==> src/rtl/fatori_fault_esc_mgr.sv <==
// fatori_fault_esc_mgr: multi-channel fault manager with minor-to-major escalation, fetch halt and reset-request FSM
//   clk_i, rst_ni       clock, asynchronous active-low reset
//   alert_i             per-channel fault inputs, sampled every cycle
//   major_mask_i        per-channel class (1 = major, 0 = minor)
//   core_sleep_i        core idle in WFI, safe to reset
//   clear_i             clears minor count and minor_seen
//   fetch_enable_o      multi-bit fetch enable (On until the first major event)
//   core_reset_req_o    level reset request while in ASSERT_RST
//   fault_sticky_o, minor_seen_o, minor_cnt_o, major_cnt_o, cause_o,
//   first_idx_o, first_valid_o, sleep_timeout_o, esc_state_o   status
module fatori_fault_esc_mgr #(
  parameter int unsigned NUM_ALERTS       = 8,
  parameter int unsigned CNT_W            = 16,
  parameter int unsigned MINOR_ESC_THRESH = 4,
  parameter bit          RESET_ON_MAJOR   = 1'b1,
  parameter int unsigned SLEEP_TIMEOUT    = 1024,
  localparam int unsigned IDX_W = (NUM_ALERTS > 1) ? $clog2(NUM_ALERTS) : 1
) (
  input  logic                  clk_i,
  input  logic                  rst_ni,
  input  logic [NUM_ALERTS-1:0] alert_i,
  input  logic [NUM_ALERTS-1:0] major_mask_i,
  input  logic                  core_sleep_i,
  input  logic                  clear_i,
  output logic [3:0]            fetch_enable_o,
  output logic                  core_reset_req_o,
  output logic                  fault_sticky_o,
  output logic                  minor_seen_o,
  output logic [CNT_W-1:0]      minor_cnt_o,
  output logic [CNT_W-1:0]      major_cnt_o,
  output logic [NUM_ALERTS-1:0] cause_o,
  output logic [IDX_W-1:0]      first_idx_o,
  output logic                  first_valid_o,
  output logic                  sleep_timeout_o,
  output logic [1:0]            esc_state_o
);
  localparam logic [3:0] MUBI_ON  = 4'b0101;
  localparam logic [3:0] MUBI_OFF = 4'b1010;
  localparam int unsigned TMR_W = (SLEEP_TIMEOUT > 1) ? $clog2(SLEEP_TIMEOUT) : 1;
  typedef enum logic [1:0] {IDLE = 2'd0, HALTED = 2'd1, WAIT_SLEEP = 2'd2, ASSERT_RST = 2'd3} state_e;
  state_e                state_q, state_d;
  logic [TMR_W-1:0]      timer_q, timer_d;
  logic [CNT_W-1:0]      minor_cnt_q, minor_cnt_d, major_cnt_q, major_cnt_d;
  logic                  minor_seen_q, minor_seen_d, fault_q, fault_d;
  logic [NUM_ALERTS-1:0] cause_q, cause_d;
  logic [IDX_W-1:0]      first_idx_q, first_idx_d;
  logic                  first_valid_q, first_valid_d, timeout_q, timeout_d;
  logic                  minor_evt, esc_evt, major_evt, minor_sat, major_sat, timeout_hit;
  // Escalation needs the counter to actually step onto the threshold, so a
  // saturated counter never escalates even if all-ones equals THRESH-1.
  always_comb begin
    minor_evt   = |(alert_i & ~major_mask_i);
    minor_sat   = &minor_cnt_q;
    major_sat   = &major_cnt_q;
    esc_evt     = minor_evt && (MINOR_ESC_THRESH != 0) && !minor_sat &&
                  (32'(minor_cnt_q) == MINOR_ESC_THRESH - 1);
    major_evt   = (|(alert_i & major_mask_i)) || esc_evt;
    timeout_hit = (SLEEP_TIMEOUT != 0) && (32'(timer_q) == SLEEP_TIMEOUT - 1);
  end
  // A coincident minor event wins over clear_i, leaving the count at 1.
  always_comb begin
    minor_cnt_d   = clear_i ? CNT_W'(minor_evt) : minor_cnt_q + CNT_W'(minor_evt && !minor_sat);
    major_cnt_d   = major_cnt_q + CNT_W'(major_evt && !major_sat);
    minor_seen_d  = minor_evt || (minor_seen_q && !clear_i);
    fault_d       = fault_q || major_evt;
    cause_d       = cause_q | alert_i;
    first_valid_d = first_valid_q || (|alert_i);
    first_idx_d   = first_idx_q;
    for (int i = int'(NUM_ALERTS) - 1; i >= 0; i--)
      if (alert_i[i] && !first_valid_q) first_idx_d = IDX_W'(i);
    timer_d       = (state_q == WAIT_SLEEP) ? timer_q + TMR_W'(1) : '0;
    timeout_d     = timeout_q || (state_q == WAIT_SLEEP && !core_sleep_i && timeout_hit);
  end
  always_ff @(posedge clk_i or negedge rst_ni) begin
    if (!rst_ni) begin
      state_q       <= IDLE;
      timer_q       <= '0;
      minor_cnt_q   <= '0;
      major_cnt_q   <= '0;
      minor_seen_q  <= 1'b0;
      fault_q       <= 1'b0;
      cause_q       <= '0;
      first_idx_q   <= '0;
      first_valid_q <= 1'b0;
      timeout_q     <= 1'b0;
    end else begin
      state_q       <= state_d;
      timer_q       <= timer_d;
      minor_cnt_q   <= minor_cnt_d;
      major_cnt_q   <= major_cnt_d;
      minor_seen_q  <= minor_seen_d;
      fault_q       <= fault_d;
      cause_q       <= cause_d;
      first_idx_q   <= first_idx_d;
      first_valid_q <= first_valid_d;
      timeout_q     <= timeout_d;
    end
  end
  // Unreachable encodings fall into ASSERT_RST so a corrupted state still resets.
  always_comb begin
    state_d = state_q;
    case (state_q)
      IDLE:       state_d = major_evt ? (RESET_ON_MAJOR ? WAIT_SLEEP : HALTED) : IDLE;
      HALTED:     state_d = HALTED;
      WAIT_SLEEP: state_d = (core_sleep_i || timeout_hit) ? ASSERT_RST : WAIT_SLEEP;
      ASSERT_RST: state_d = ASSERT_RST;
      default:    state_d = ASSERT_RST;
    endcase
  end
  // Fetch enable is decoded from a single sticky bit so only On/Off can appear.
  always_comb begin
    core_reset_req_o = (state_q == ASSERT_RST);
    fetch_enable_o   = fault_q ? MUBI_OFF : MUBI_ON;
    esc_state_o      = state_q;
  end
  assign fault_sticky_o  = fault_q;
  assign minor_seen_o    = minor_seen_q;
  assign minor_cnt_o     = minor_cnt_q;
  assign major_cnt_o     = major_cnt_q;
  assign cause_o         = cause_q;
  assign first_idx_o     = first_idx_q;
  assign first_valid_o   = first_valid_q;
  assign sleep_timeout_o = timeout_q;
endmodule

==> config.mk <==
export PLATFORM = sky130hd
export DESIGN_NAME = fatori_fault_esc_mgr
export DESIGN_NICKNAME = d
export VERILOG_FILES = /design/src/rtl/fatori_fault_esc_mgr.sv
export SDC_FILE = /design/constraint.sdc
export NUM_CORES = 1
export LEC_CHECK = 0
export BUFFER_PORTS_ARGS = -buffer_cell sky130_fd_sc_hd__buf_2
export CAP_MARGIN = 20
export CORE_ASPECT_RATIO = 1.1
export CORE_UTILIZATION = 52
export CTS_CLUSTER_DIAMETER = 120
export DETAILED_ROUTE_END_ITERATION = 8
export PLACE_DENSITY = 0.79
export SYNTH_ARGS = -nofsm -noshare
export SYNTH_HDL_FRONTEND = slang
export SYNTH_SLANG_ARGS = --single-unit
export TNS_END_PERCENT = 30
==> constraint.sdc <==
create_clock -name clk_i -period 2.7 [get_ports clk_i]
set_input_delay 0.405 -clock clk_i [delete_from_list [all_inputs] [get_ports clk_i]]
set_output_delay 0.405 -clock clk_i [all_outputs]
set_load 0.02 [all_outputs]
; Word-level counts from Yosys, hierarchy flattened
; Cells that the tools add are included.
; Widths: inputs -> output; s select.
[classes]
eq_ne = 5
add_sub_neg = 3
bitwise = 4
reduce_logical = 32
mux = 14
[ops]
columns = cell, n
row1 = $add 16x1->16, 2
row2 = $reduce_and 16->1, 2
row3 = $mux 3, 8
row4 = $reduce_or 8->1, 3
row5 = $and 8x8->8, 2
row6 = $eq 16x2->1 const B, 1
row7 = $mux 16, 1
row8 = $logic_and 1x1->1, 14
row9 = $add 10x1->10 const B, 1
row10 = $eq 10x10->1 const B, 1
row11 = $mux 10, 1
row12 = $not 8->8, 1
row13 = $or 8x8->8, 1
row14 = $pmux 2 s4, 1
row15 = $reduce_bool 8->1, 1
row16 = $logic_or 1x1->1, 6
row17 = $logic_not 1->1, 5
row18 = $eq 2x2->1 const B, 2
row19 = $mux 4, 1
row20 = $eq 2x1->1 const B, 1
row21 = $logic_not 2->1, 1
row22 = $mux 2, 1
row23 = $mux 1, 1
[word_totals]
in_bits = 20
wordCells = 68
ff_bits = 59
output_inout_bits = 54

; Depth between registers and ports, before layout
[depth]
word_depth = 10
ltp_mapped = 11

; Worst setup path before layout
; No wires, ideal clock.
[synth_path]
kind = reg2reg
startpoint = register minor_cnt_q[8] (netlist: minor_cnt_o[8])
endpoint = register minor_cnt_q[10] (netlist: minor_cnt_o[10])
setup_ps = 132
stages_incl_launch_ff = 12
arrival_time_ps = 2300
path_buffers = 0
slack_ps = 269
t_required_ps = 2568
path_cell_list = dfrtp_1 nand3_2 nor2_1 nand4_1 nor4_1 nor2_1 ha_1 ha_1 and4_1 and3_1 xnor2_1 nor2_1
[synth_via]
elab_chain_cells = 5
[synth_rtl]
columns = item, line_no
row1 = "start, declared", 43  ; logic [CNT_W-1:0] minor_cnt_q, minor_cnt_d, major_cnt_q, major_cnt_d;
row2 = "start signal, assigned", 89  ; minor_cnt_q <= minor_cnt_d;
row3 = $reduce_and 16->1, 53  ; minor_sat = &minor_cnt_q;
row4 = $logic_not 1->1, 62  ; minor_cnt_d = clear_i ? CNT_W'(minor_evt) : minor_cnt_q + CNT_W'(minor_evt && !minor_sat);
row5 = $logic_and 1x1->1, 62
row6 = $add 16x1->16 *, 62
row7 = $mux 16 *, 62
row8 = named net minor_cnt_d[10], 43
; Mark *: on every way through the listed nets, which the timed path passes. The rest lies on a longest branch.
; A chain may end at the register's enable or synchronous reset.

; Final worst setup path
; Same ends and word-level chain as after synthesis.

==> results.yml <==
job:
  max_cap_violations: 0
logic_synthesis:
  yosysWarnings: 0
  synth_xor_area_share_pct: 10.1
  synthSimpleGateAreaFrac_pct: 21.1
  synth-edff-count: 0
  synth_flop_cell: "dfrtp_1"
  ys_types: 35
  synthAdderAreaFrac_pct: 2.79
  netlist_area_um2: 2690
  synth_top_family_by_area: "simple AND/OR/NAND/NOR gates"
  ys_seq_area_share_pct: 54.9
  synthArstFlopShare_pct: 100
  ys_ff_latch: 59
  synthesis.nets: 284
  synth.avg_cell_area_um2: 10.4
  synth_compound_area_share_pct: 7.58
  synth_mux_area_share_pct: 0
  syn_inst: 258
die:
  rows: 27
  die-width_um: 70.6
  core_area_um2: 5000
  start_util_pct: 53.8
  io_pins: 74
  die_h_um: 77.4
  dieArea_um2: 5460
timing:
  tightestPinTransition_ns: 0.645
  setup_violations: 0
  hold_viol: 0
  finalCriticalPeriod_ns: 2.44
  slew_headroom_pct: 57.0
  slew_viol_final: 0
  finalCritPeriodShare_pct: 90.3
  finalSetupTns_ns: 0
  rsz0062_at_grt: "no"
  skew_ns: 0.00768
  fmax_mhz: 410
  whs_ns: 0.101
finish:
  seq_area_um2: 1480
  drive_above_1_share_pct: 29.4
  area_delta_synth_final_pct: 22.7
  final_area_um2: 3300
  nFillCells: 414
  multi_input_area_um2: 1120
  fin_nets: 364
  diodes: 0
drt:
  drc_errors: 12
  post_drt_wl_per_cell_um: 14.1
  firstDrtPassIters: 6
  antenna_left: 0
  vias_per_cell: 5.61
  routed_wl_mm: 5.64
  vias: 2250
  drt_iter0_drc: 122
clock_network:
  tritoncts: "done"
  cts_max_level: 3
  cts_max_path_buffers: 2
  numCtsBuffers: 9
  cts_root_buf: "clkbuf_8"
  cts_num_sinks: 59
  cts_setup_buffers: 0
  clkTransAtPathRegs_ns: 0.06
  worst_skew_pair.late_latency_ns: 0.33
placed_design:
  placed_cell_area_um2: 3120
  dp_hpwl_mm: 4.03
  io_buffers: 73
  place.gp.congestion: 0.803
critical_path:
  cpMaxStageDelayCell: "dfrtp_1"
  crit_buf_inv: 0
  r2r_start: "minor_cnt_o[8]$_DFF_PN0_"
  worstPathMaxFanout: 6
  start_kind: "flop"
  reg2reg_slack_ns: 0.26
  crit_chain: "nand3_2 -> nor2_2 -> nand4_1 -> nor4_1 -> nor2_1 -> ha_1 -> ha_1 -> and4_1 -> and3_1 -> xnor2_1 -> nor2_1"
  crit_arrival_ns: 2.64
  critPathLaunch: "minor_cnt_o[8]$_DFF_PN0_"
  critPathMaxStageDelay_ns: 0.45
  crit_type: "flop to flop"
  end_kind: "flop"
  cp_top_family: "simple AND/OR/NAND/NOR gates"
  worstPathRequired_ns: 2.90
outcome:
  status: "finished with violations"
  failed_checks: "design-rule violations"
power_and_ir_drop:
  power.density_nw_per_um2: 647
  ir_worst_vdd_v: 0.000458
  leakage_uw: 0.00155
global_routing:
  grt_pass1_wl_mm: 9.34
  grt_pass1_vias: 2071
  grt-ovfl-total: 0
  antenna_found_initial: 0
  grt_max_degree: 32
  grtUsageTotal_pct: 22.0
min_path:
  hp-class: "input port to asynchronous set/reset pin"
## flip-flops by register name (all words and copies together) (netlist names), named ones only
name,flops
cause_o,8
esc_state_o,1
fault_sticky_o,1
first_idx_o,3
first_valid_o,1
major_cnt_o,16
minor_cnt_o,16
minor_seen_o,1
sleep_timeout_o,1
timer_q,10
## power breakdown
part	switching, µW	internal [µW]	leakage, µW
logic	238	154	0.000731
clock network	319	381	0.0000905
registers	84.1	956	0.000730
total	641	1490	0.00155
## routing by layer
metal / GRT usage (%) / share of wire, % / vias to the layer above
met1: 28.1 / 44 / 1123
met4: 7.20 / 0.27 / 0
met5: 0 / 0 / -
met3: 7.01 / 5.5 / 2
li1: - / - / 1057
met2: 35.8 / 50 / 68
## synth_stat cells (3+ instances only)
cell       n  area, µm²
o22ai_1    4       25.0
inv_1     13       48.8
nand3_1   14       70.1
buf_4      4       30.0
or3_1      5       31.3
clkbuf_1   3       11.3
a21oi_1    9       45.0
and3_1     8       50.1
or2_2      8       50.1
o21ai_0    9       45.0
and4_1     5       43.8
nor4_1     7       43.8
nor2_1    28        105
xnor2_1   18        158
ha_1       6       75.1
dfrtp_1   59       1480
nand4_1    8       50.1
nand2_1   16       60.1
xor2_1    13        114
## cell type report
class	instances	share of cell area, %
multi-input combinational	178	34.0
sequential	59	44.8
timing repair buffer	77	12.4
clock buffer	14	4.93
clock inverter	2	0.303
inverter	13	1.48
tap	58	2.20
## what timing repair did
action	CTS	global route
gates resized for setup	0	1
hold buffers	0	0
setup endpoints to repair	0	1
endpoints found under the hold margin	0	0
## kinds of logic (layout without fill, tap and decap cells)
kind of cell	count (synthesis)	after routing
simple gates	108	108
flops	59	59
compound gates	33	33
xor+xnor	31	31
buf+inv	21	106
fa+ha+maj	6	6
## path summary, 6_finish.rpt
| kind | end | cells past startpoint |
|---|---|---|
| setup / recovery | minor_cnt_o[10]$_DFF_PN0_ | 11 |
| hold / removal | first_valid_o$_DFF_PN0_ | 1 |
| setup reg to reg | minor_cnt_o[10]$_DFF_PN0_ | 11 |
| hold reg to reg | cause_o[5]$_DFF_PN0_ | 1 |
| max in group asynchronous | major_cnt_o[15]$_DFF_PN0_ | 2 |
| min in group clk_i | sleep_timeout_o$_DFF_PN0_ | 2 |
## placed cells by master, fill, tap and decap left out, drive strengths merged
cell type   n
nand3      15
or3         5
a31oi       2
o31ai       1
nor2       28
o22a        1
a221oi      1
nand4       8
o21bai      1
and2        2
o21ai       9
xor2       13
and4        5
xnor2      18
o41ai       1
nor3        2
a21oi       9
a22oi       2
ha          6
inv        13
or2         8
dfrtp      59
nor2b       1
o2111a      1
and3        9
a22o        1
clkinv      2
clkbuf     14
nor4        7
o22ai       4
nand2      16
nand2b      2
buf        77
## metrics by stage
step                      setup WS (ns)  std cells  power (µW)  util [%]
after detailed placement          0.242        385        1450      62.5
final                             0.261        401        2130      66.0
after global routing             0.0595        401        2240      66.0
after floorplan                   0.269        258        1280         -
after CTS                         0.206        401        2150      65.9
after global placement            0.248        385        1430      62.5
## worst reg2reg max path, stage by stage, from the launching register on
cell and delay (ns):
dfrtp_1 0.45, nand3_2 0.12, nor2_2 0.16, nand4_1 0.16, nor4_1 0.30, nor2_1 0.07, ha_1 0.19, ha_1 0.23
and4_1 0.25, and3_1 0.21, xnor2_1 0.13, nor2_1 0.05
No activity file was read; power rests on OpenSTA's default activity.
